### config.mk
export PLATFORM = sky130hd
export DESIGN_NAME = param_sync_fifo
export DESIGN_NICKNAME = d
export VERILOG_FILES = /design/src/rtl/fifo_pkg.sv /design/src/rtl/fifo_dp_ram.sv /design/src/rtl/param_sync_fifo.sv
export SDC_FILE = /design/constraint.sdc
export NUM_CORES = 1
export LEC_CHECK = 0
export CORE_MARGIN = 2
export CORE_UTILIZATION = 32
export DETAILED_ROUTE_END_ITERATION = 7
export GPL_TIMING_DRIVEN = 1
export PLACE_DENSITY = 0.58
export SYNTH_ARGS = -nofsm -noshare
export SYNTH_HDL_FRONTEND = slang
export SYNTH_HIERARCHICAL = 1
export SYNTH_SLANG_ARGS = --single-unit
### constraint.sdc
create_clock -name clk -period 5.3 [get_ports clk]
set_input_delay 0.53 -clock clk [delete_from_list [all_inputs] [get_ports clk]]
set_output_delay 0.53 -clock clk [all_outputs]
set_load 0.02 [all_outputs]
### src/rtl/fifo_pkg.sv
// Shared FIFO definitions: default geometry, a log2 helper and
// the pointer-width macro used by the sibling async FIFO.
`ifndef FIFO_PTR_W
`define FIFO_PTR_W(depth) ($clog2(depth) + 1)
`endif

package fifo_pkg;

    localparam int FIFO_DATA_W_DEF = 8;
    localparam int FIFO_DEPTH_DEF  = 16;

    function automatic int fifo_clog2(input int value);
        int res;
        int v;
        res = 0;
        v   = value - 1;
        while (v > 0) begin
            res = res + 1;
            v   = v >> 1;
        end
        return res;
    endfunction

endpackage

### src/rtl/fifo_dp_ram.sv
// Simple dual-port RAM: one write port, one registered read-first
// read port. The array itself is never reset.
module fifo_dp_ram
    import fifo_pkg::*;
#(
    parameter int DATA_W = FIFO_DATA_W_DEF,
    parameter int DEPTH  = FIFO_DEPTH_DEF,
    parameter int ADDR_W = fifo_clog2(DEPTH)
) (
    input  logic              clk,
    input  logic              reset,
    input  logic              we,
    input  logic [ADDR_W-1:0] waddr,
    input  logic [DATA_W-1:0] wdata,
    input  logic              re,
    input  logic [ADDR_W-1:0] raddr,
    output logic [DATA_W-1:0] rdata
);

    logic [DATA_W-1:0] mem [DEPTH];
    logic [DATA_W-1:0] rdata_q;
    logic [DATA_W-1:0] rdata_d;

    // Non-blocking update of mem keeps the read path read-first.
    always_comb begin
        rdata_d = rdata_q;
        if (re) begin
            rdata_d = mem[raddr];
        end
    end

    always_ff @(posedge clk) begin
        if (we) begin
            mem[waddr] <= wdata;
        end
    end

    always_ff @(posedge clk or posedge reset) begin
        if (reset) begin
            rdata_q <= '0;
        end else begin
            rdata_q <= rdata_d;
        end
    end

    assign rdata = rdata_q;

endmodule

### src/rtl/param_sync_fifo.sv
// Single-clock FIFO with occupancy count, programmable almost
// flags, sticky overflow/underflow and a registered read port.
module param_sync_fifo
    import fifo_pkg::*;
#(
    parameter int DATA_W = FIFO_DATA_W_DEF,
    parameter int DEPTH  = FIFO_DEPTH_DEF,
    parameter int ADDR_W = fifo_clog2(DEPTH)
) (
    input  logic              clk,
    input  logic              reset,
    input  logic              wr,
    input  logic [DATA_W-1:0] data_in,
    input  logic              rd,
    output logic [DATA_W-1:0] data_out,
    output logic              rd_valid,
    input  logic [ADDR_W:0]   af_level,
    input  logic [ADDR_W:0]   ae_level,
    input  logic              flag_clr,
    output logic [ADDR_W:0]   fifo_count,
    output logic              fifo_full,
    output logic              fifo_empty,
    output logic              fifo_almost_full,
    output logic              fifo_almost_empty,
    output logic              fifo_overflow,
    output logic              fifo_underflow
);

    localparam int PTR_W = ADDR_W + 1;

    logic [PTR_W-1:0] wptr_q, wptr_d;
    logic [PTR_W-1:0] rptr_q, rptr_d;
    logic             rd_valid_q, rd_valid_d;
    logic             ovf_q, ovf_d;
    logic             udf_q, udf_d;

    logic full, empty;
    logic wr_ok, rd_ok;
    logic ovf_evt, udf_evt;

    assign empty = (wptr_q == rptr_q);
    assign full  = (wptr_q[ADDR_W] != rptr_q[ADDR_W]) &&
                   (wptr_q[ADDR_W-1:0] == rptr_q[ADDR_W-1:0]);

    // A full FIFO still accepts a write when a read frees a slot.
    assign rd_ok   = rd & ~empty;
    assign wr_ok   = wr & (~full | rd);
    assign ovf_evt = wr & ~wr_ok;
    assign udf_evt = rd & empty;

    always_comb begin
        wptr_d     = wptr_q;
        rptr_d     = rptr_q;
        rd_valid_d = rd_ok;
        ovf_d      = ovf_q;
        udf_d      = udf_q;
        if (wr_ok) begin
            wptr_d = wptr_q + {{ADDR_W{1'b0}}, 1'b1};
        end
        if (rd_ok) begin
            rptr_d = rptr_q + {{ADDR_W{1'b0}}, 1'b1};
        end
        if (ovf_evt) begin
            ovf_d = 1'b1;
        end else if (flag_clr) begin
            ovf_d = 1'b0;
        end
        if (udf_evt) begin
            udf_d = 1'b1;
        end else if (flag_clr) begin
            udf_d = 1'b0;
        end
    end

    always_ff @(posedge clk or posedge reset) begin
        if (reset) begin
            wptr_q     <= '0;
            rptr_q     <= '0;
            rd_valid_q <= 1'b0;
            ovf_q      <= 1'b0;
            udf_q      <= 1'b0;
        end else begin
            wptr_q     <= wptr_d;
            rptr_q     <= rptr_d;
            rd_valid_q <= rd_valid_d;
            ovf_q      <= ovf_d;
            udf_q      <= udf_d;
        end
    end

    fifo_dp_ram #(
        .DATA_W (DATA_W),
        .DEPTH  (DEPTH),
        .ADDR_W (ADDR_W)
    ) u_ram (
        .clk   (clk),
        .reset (reset),
        .we    (wr_ok),
        .waddr (wptr_q[ADDR_W-1:0]),
        .wdata (data_in),
        .re    (rd_ok),
        .raddr (rptr_q[ADDR_W-1:0]),
        .rdata (data_out)
    );

    assign fifo_count        = wptr_q - rptr_q;
    assign fifo_full         = full;
    assign fifo_empty        = empty;
    assign fifo_almost_full  = (fifo_count >= af_level);
    assign fifo_almost_empty = (fifo_count <= ae_level);
    assign fifo_overflow     = ovf_q;
    assign fifo_underflow    = udf_q;
    assign rd_valid          = rd_valid_q;

endmodule

==> After elaboration in Yosys (flattened, before gate mapping) <==
Memories as Yosys holds them, arrays and structs flattened. A register that Yosys moved wholly into a read port is not among the register bits.
Cells that the tools add are included.
{ "op_classes": {"addsub": 3, "magnitude_cmp": 2, "n_eq_ne": 3, "n_mux": 5, "bitwise_logic": 8, "n_reduce_logical": 3} }
{ "ops": {"columns": ["cell", "n"], "rows": [
  ["$add 5x1->5 const B", 2],
  ["$eq 5x5->1", 1],
  ["$ge 5x5->1", 1],
  ["$le 5x5->1", 1],
  ["$mux 1", 5],
  ["$sub 5x5->5", 1],
  ["$and 1x1->1", 4],
  ["$eq 4x4->1", 1],
  ["$reduce_bool 2->1", 2],
  ["$not 1->1", 3],
  ["$logic_and 1x1->1", 1],
  ["$ne 1x1->1", 1],
  ["$or 1x1->1", 1]
]} }
{ "word_totals": {"reg_bits": 13, "mem_bits_rw": 128, "inputBits": 23, "output_inout_bits": 20, "elab_cells": 30, "memories": 1} }
{ "memory_table": {"columns": ["memory", "depth", "word_bits", "rd", "rd_clocked_by_memory_dff", "wr", "line", "source"], "rows": [
  ["u_ram.mem", 16, 8, 1, 1, 1, "fifo_dp_ram.sv:20", "logic [DATA_W-1:0] mem [DEPTH];"]
]} }

==> Longest topological paths before layout <==
Gate-level depths: netlist of run 1.
{ "depth": {"depth_word": 8, "ltp_mapped": 12, "mapped_depth_nobuf": 12} }

==> Modules after synthesis <==
Netlist of run 1, hierarchy kept.
{ "modules_own_cells": {"columns": ["mod", "instances", "cells_each", "area_per_inst_um2", "seq_area_each_um2"], "rows": [
  ["fifo_dp_ram", 1, 241, 5335.1, 4043.9],
  ["param_sync_fifo", 1, 105, 994.7, 325.3]
]} }

==> Worst setup path after synthesis of run 1 <==
OpenSTA, ideal clock, no wires.
{ "synth_path": {"path_type": "reg-to-output", "start": "register wptr_q[0]", "end": "output fifo_almost_empty", "t_arrival_ns": 2.526, "t_required_ns": 4.770, "slack_ns": 2.244, "path_stages_with_launch": 10, "n_path_buf": 0, "path_cell_list": "dfrtp_1 > inv_1 > ha_1 > inv_1 > fa_1 > a21o_2 > a21oi_1 > xnor2_1 > ha_1 > o221ai_1"} }
{ "synth_via": {"elab_chain_cells": 2} }
{ "synth_lines": {"columns": ["element", "line", "source"], "rows": [
  ["start: declaration", "param_sync_fifo.sv:31", "logic [PTR_W-1:0] wptr_q, wptr_d;"],
  ["start signal: assignment", "param_sync_fifo.sv:83", "wptr_q <= wptr_d;"],
  ["$sub 5x5->5", "param_sync_fifo.sv:106", "assign fifo_count = wptr_q - rptr_q;"],
  ["named net fifo_count[4]", "param_sync_fifo.sv:20", "output logic [ADDR_W:0] fifo_count,"],
  ["$le 5x5->1", "param_sync_fifo.sv:110", "assign fifo_almost_empty = (fifo_count <= ae_level);"],
  ["end: declaration", "param_sync_fifo.sv:24", "output logic fifo_almost_empty,"]
]} }
The timed path passes the listed nets, and every way through them passes these cells.

==> Final worst setup path of run 1 <==
{ "layout_path": {"start": "register wptr_q[0]", "end": "output fifo_almost_empty"} }
{ "layout_via": {"elab_chain_cells": 2} }
{ "layout_lines": {"columns": ["element", "line"], "rows": [
  ["$sub 5x5->5", "param_sync_fifo.sv:106"],
  ["$le 5x5->1", "param_sync_fifo.sv:110"]
]} }
No other way between the ends.

==> impl_results.md, run 1 <==
- Std cell rows: 51
- Psw: 1590 uW
- Vias in the first global route: 3475
- Die Footprint: 20900 sq um
- Residual DRC: 0
- Port Buf Inserts: 42
- Area fraction of the dominant cell type after synthesis: 0.607
- Worst Skew: 6.76 ps
- Max IR drop VDD: 0.883 mV
- Dpl cell area: 7010 sq um
- Comb pwr share: 0.413
- Die X: 145 um
- Total congestion overflow: 0
- CORE AREA: 19500 sq um
- Pin count of the biggest net entering global routing: 34
- 1st-iter DRT viols: 230
- Crit-path max cell delay: 660 ps
- Postcts setup bufs: 0
- Total track usage: 0.133
- Routed WL per cell: 18.4 um
- CTS tree: done
- Startpoint types: flip-flop
- Synth Register Bits: 149
- F_max: 0.256 GHz
- Max clock buf depth: 2
- RD Place Congestion: 0.798
- Layout cells sized above 1: 0.196
- Worst relative slew slack: 0.314
- Fin crit period: 3910 ps
- Pwr/cell area: 614 nW/um^2
- Final Non-Filler Cells: 678
- Cts-stage hold buffer count: 0
- Buf/Inv on CP: 3
- Worst-Margin Slew: 1030 ps
- Fin nets: 440
- Syn_nets: 386
- Initial Utilization: 0.325
- Yosys cell types: 41
- Antenna diode count: 0
- Run status: finished, final reports clean
- Switching share of total power: 0.342
- Synth top area cells: edfxtp_1 61%, mux4_2 9.3%, dfrtp_1 8.3%, ha_1 3.2%, mux4_1 2.5%
- Final instance area: 7590 sq um
- Clock transition at path regs: 60 ps
- Post-Synthesis Cells: 346
- Required time worst endpoint: 4770 ps
- CP max stage cell: clkdlybuf4s50_1
- Syn avg cell area: 18.3 sq um
- Clock share of power: 0.250
- Post-Syn Area: 6330 sq um
- Critical path cell sequence: inv_1 > ha_1 > inv_1 > fa_1 > a21o_2 > a21oi_1 > xnor2_1 > ha_1 > a211oi_1 > o21ai_0 > o221ai_1 > clkdlybuf4s50_1
- CTS buffer count: 17
- Detailed-route wire length: 12.5 mm
- Placed insts: 646
- Worst Setup Path Type: reg2out
- Crit path launch: wptr_q[0]
- Via count: 3193
- Part of the power in registers: 0.337
- Routed Antenna Nets: 0
- Reg2Reg Launch Point: wptr_q[0]
- Clk Latency, worst-skew pair: 420 ps
- Setup tns final: 0 ps
- Crit-path leading delay family: buffers and inverters
- Max-slew violations: 0
- Ports: 43
- Final period utilization: 0.738
- Sink Count: 149
- Initial antenna violation count: 0
- Fin. Hold Viols: 0
- Worst Setup End Kind: output pin
- Seq/Total Area, Yosys: 0.690
- Leakage: 0.00262 uW
- Internal power: 3060 uW
- First-pass GRT wire length: 19.6 mm
- Layout overhead on the synthesized area: 19.8%
- Number of max-cap violations: 0
- Hold/Removal Path Class: in2async
- Synth area leader: edfxtp_1
- DRT Pass-1 Iters: 4
- Hold Slack: 494 ps
- CP arrival: 3380 ps
- CP max FO: 11
- Chip height: 145 um
- Post-DP HPWL: 8.13 mm
- Post-CTS Resized: 0
- H-tree Lvls: 4
- CTS Root Cell: clkbuf_16
- Vias/cell: 4.71
- Unrepaired setup endpoints after global routing: no
- Synth warnings: 6
- Final setup fails: 0
-- worst paths after layout --
path                                endpoint  slack, ps  cells after the start
max                        fifo_almost_empty       1390                     12
min                           u_ram/rdata[1]        490                      2
max reg2reg                  u_ram/mem[3][4]       2140                      7
min reg2reg                        wptr_q[4]        530                      1
max in group asynchronous          wptr_q[0]       4380                      2
min in group clk                   wptr_q[4]        530                      1
-- layout by cell type, fill, tap and decap left out, types with 4 or more instances in the layout --
cell type / synthesis / layout
inv_1: 23 / 23
mux4_1: 6 / 6
a21oi_1: 5 / 5
ha_1: 16 / 16
xnor2_1: 7 / 7
dfrtp_1: 21 / 21
clkdlybuf4s50_1: 0 / 42
o21ai_0: 4 / 4
edfxtp_1: 128 / 128
mux2i_1: 8 / 8
clkbuf_16: 0 / 17
buf_4: 1 / 7
mux4_2: 26 / 26
a221oi_2: 8 / 8
nor3_1: 4 / 4
nor2_1: 26 / 26
nand2_1: 8 / 8
xor2_1: 6 / 6
o22ai_1: 7 / 7
-- metal layers --
metal  vias to the layer above  part of all wire  track usage
met5                         -                 0            0
met4                         0             0.010       0.0429
met3                        11             0.040       0.0440
met2                        70              0.48        0.213
met1                      1642              0.47        0.172
li1                       1470                 -            -
-- power groups by stage --
stage / Clock, uW / Sequential, uW / Combinational (uW)
after floorplan: 0 / 1600 / 1330
after global placement: 0 / 1580 / 1920
after detailed placement: 0 / 1590 / 1950
after CTS: 1190 / 1570 / 1970
after global routing: 1250 / 1590 / 2120
final: 1170 / 1570 / 1920
-- cells by family (layout without fill, tap and decap cells) --
group / count (synthesis) / in the layout / synth area share
muxes: 42 / 42 / 0.134
xor gates and xnor gates: 13 / 13 / 0.0180
AOI/OAI and AO/OA: 31 / 31 / 0.0449
buffers and inverters: 37 / 104 / 0.0340
DFF: 149 / 149 / 0.690
and+or+nand+nor: 57 / 57 / 0.0445
adders and majority gates: 17 / 17 / 0.0348
-- sequential cells by signal, indices dropped and copies added (netlist names) --
| name | cells |
|---|---|
| wptr_q | 5 |
| fifo_underflow | 1 |
| u_ram/rdata | 8 |
| rptr_q | 5 |
| rd_valid | 1 |
| fifo_overflow | 1 |
| u_ram/mem | 128 |
-- worst register-to-register path, delay by kind of cell, from the launching register on --
family / cells / cell delay [ps]
and+or+nand+nor: 3 / 1560
DFF: 1 / 520
adders and majority gates: 1 / 370
buffers and inverters: 2 / 220
AOI/OAI and AO/OA: 1 / 120
-- cell usage after synthesis, drive strengths merged --
cell	number
a211oi	1
a21o	2
a21oi	5
a221oi	8
and2	1
buf	14
dfrtp	21
edfxtp	128
fa	1
ha	16
inv	23
mux2	2
mux2i	8
mux4	32
nand2	8
nand2b	3
nand3	3
nand3b	2
nand4	3
nor2	27
nor2b	1
nor3	6
nor4	1
o21ai	5
o221ai	1
o22ai	8
o31ai	1
or2	1
or3b	1
xnor2	7
xor2	6
-- stage by stage --
stage / utilization / total power (uW) / setup slack, ps
global route: 0.390 / 4960 / 1090
detailed placement: 0.360 / 3540 / 1800
floorplan: - / 2940 / 2240
global placement: 0.360 / 3510 / 1910
finish: 0.390 / 4660 / 1390
CTS: 0.390 / 4730 / 1350
-- layout make-up --
| cell class | instances | area [sq um] |
|---|---|---|
| Clock inverter | 9 | 103 |
| Fill cell | 1786 | 11900 |
| Inverter | 23 | 86.3 |
| Clock buffer | 23 | 478 |
| Sequential cell | 149 | 4370 |
| Tap cell | 265 | 332 |
| Timing Repair Buffer | 49 | 473 |
| Multi-Input combinational cell | 160 | 1750 |
Power figures use the tool's default switching activity.
==> inputs of run 2 (changes only) <==
- clock period: 5.3 -> 3.7 ns (I/O delays scaled with it)
==> impl_results.md, run 2 (synthesized netlist as in run 1, its figures left out) <==
- Most common library cell in the layout ignoring fill and taps: edfxtp_1
- Postcts setup bufs: 0
- Required time worst endpoint: 3330 ps
- Setup tns final: 0 ps
- Reg2Reg Launch Point: wptr_q[2]
- RD Place Congestion: 0.794
- Max clock buf depth: 2
- F_max: 0.291 GHz
- Std cell rows: 51
- Clk Latency, worst-skew pair: 420 ps
- First-pass GRT wire length: 19.9 mm
- Vias in the first global route: 3568
- Fin crit period: 3430 ps
- Worst r2r path cells: 6
- Routed WL per cell: 18.6 um
- Pin count of the biggest net entering global routing: 34
- Fin. Hold Viols: 0
- Worst Setup End Kind: output pin
- Final period utilization: 0.928
- Clock transition at path regs: 60 ps
- CTS Root Cell: clkbuf_16
- # fillers: 1775
- Sink Count: 149
- Die X: 145 um
- Via count: 3212
- Worst relative slew slack: 0.311
- Worst Skew: 7.40 ps
- Max reg flops: 128
- Initial Utilization: 0.325
- Residual DRC: 0
- Reg2reg setup slack: 850 ps
- Die Footprint: 20900 sq um
- 1st-iter DRT viols: 202
- Port Buf Inserts: 42
- Ports: 43
- Post-DP HPWL: 8.14 mm
- CTS tree: done
- Layout overhead on the synthesized area: 19.8%
- Number of max-cap violations: 0
- Antenna diode count: 0
- Fin nets: 444
- Register bank with the most flops: u_ram/mem
- Hold Slack: 320 ps
- Critical path destination: fifo_almost_empty
- Layout cells sized above 1: 0.204
- Final setup fails: 0
- CTS buffer count: 17
- Worst-Margin Slew: 1030 ps
- Startpoint types: flip-flop
- Total track usage: 0.134
- Vias/cell: 4.72
- Leakage: 0.00264 uW
- Most frequent cells in the layout: 128 x edfxtp_1, 40 x clkdlybuf4s50_1, 26 x nor2_1, 26 x mux4_2, 23 x inv_1
- Initial antenna violation count: 0
- Routed Antenna Nets: 0
- Run status: finished, final reports clean
- Crit path launch: wptr_q[0]
- Final instance area: 7580 sq um
- Chip height: 145 um
- Dpl cell area: 7040 sq um
- Total congestion overflow: 0
- H-tree Lvls: 4
- CP arrival: 3060 ps
- Post-layout util: 0.390
- Max IR drop VDD: 1.08 mV
- CORE AREA: 19500 sq um
- Unrepaired setup endpoints after global routing: no
- Max-slew violations: 0
- Pwr/cell area: 869 nW/um^2
- Worst Setup Path Type: reg2out
- DRT Pass-1 Iters: 4
- Hold/Removal Path Class: in2async
- Detailed-route wire length: 12.6 mm
- CP max FO: 11
- Reg2reg end: u_ram/mem[5][4]
[run 2: changes by cell type in the layout (fill, tap and decap cells not counted)]
cell and delta:
clkinv_4 -1, clkinv_2 +3, dlygate4sd2_1 +1, clkinv_1 +2, clkbuf_8 -3, dfrtp_2 +1, clkbuf_1 -2, buf_4 +4
dfrtp_1 -1, clkdlybuf4s50_1 -2, dlymetal6s2s_1 +1
[run 2: power by group]
group	switching (uW)	internal, uW	total, uW	leakage [uW]
clock network	629	970	1600	0.000267
registers	159	2090	2250	0.00140
logic	1490	1250	2740	0.000974
total	2280	4310	6590	0.00264
[run 2: how the worst min path moves through the flow]
stage	from	end	slack [ps]	depth (start not counted)
after floorplan	reset	u_ram/rdata[0]	190	1
after global placement	wptr_q[4]	wptr_q[4]	520	1
after detailed placement	wptr_q[4]	wptr_q[4]	520	1
after CTS	reset	u_ram/rdata[1]	310	2
after global routing	reset	u_ram/rdata[0]	360	2
final	reset	u_ram/rdata[1]	320	2
[run 2: final cells by class]
type | instances | area, sq um | share of cell area
Sequential cell | 149 | 4370 | 0.576
Timing Repair Buffer | 53 | 504 | 0.0665
Clock inverter | 13 | 116 | 0.0153
Clock buffer | 18 | 429 | 0.0566
Tap cell | 265 | 332 | 0.0437
Inverter | 23 | 86.3 | 0.0114
Multi-Input combinational cell | 160 | 1750 | 0.230
[run 2: stage by stage]
stage | instances | power (uW) | setup WS [ps]
6_report | 681 | 6590 | 267
2_1_floorplan | 346 | 4210 | 804
3_3_place_gp | 650 | 5030 | 465
3_5_place_dp | 650 | 5090 | 379
4_1_cts | 681 | 6690 | 0.921
5_1_grt | 681 | 7010 | 58.8
[run 2: layer usage]
layer	vias to the layer above	routed length, um	global-route usage
met2	80	6190	0.216
met5	-	0	0
li1	1473	-	-
met1	1655	5770	0.172
met3	4	602	0.0427
met4	0	68	0.0465
[run 2: critical path, cell delays in order, from the launching register on]
cell and delay (ps):
dfrtp_2 470, inv_1 80, ha_1 140, inv_1 50, fa_1 390, a21o_2 200
a21oi_1 160, xnor2_1 130, ha_1 330, nand4_1 110, o221ai_1 200, dlygate4sd2_1 370
[run 2: repair_timing]
| item | 4_1_cts | 5_1_grt |
|---|---|---|
| hold buffers | 0 | 0 |
| gates resized for setup | 1 | 2 |
| endpoints found under the setup margin | 1 | 1 |
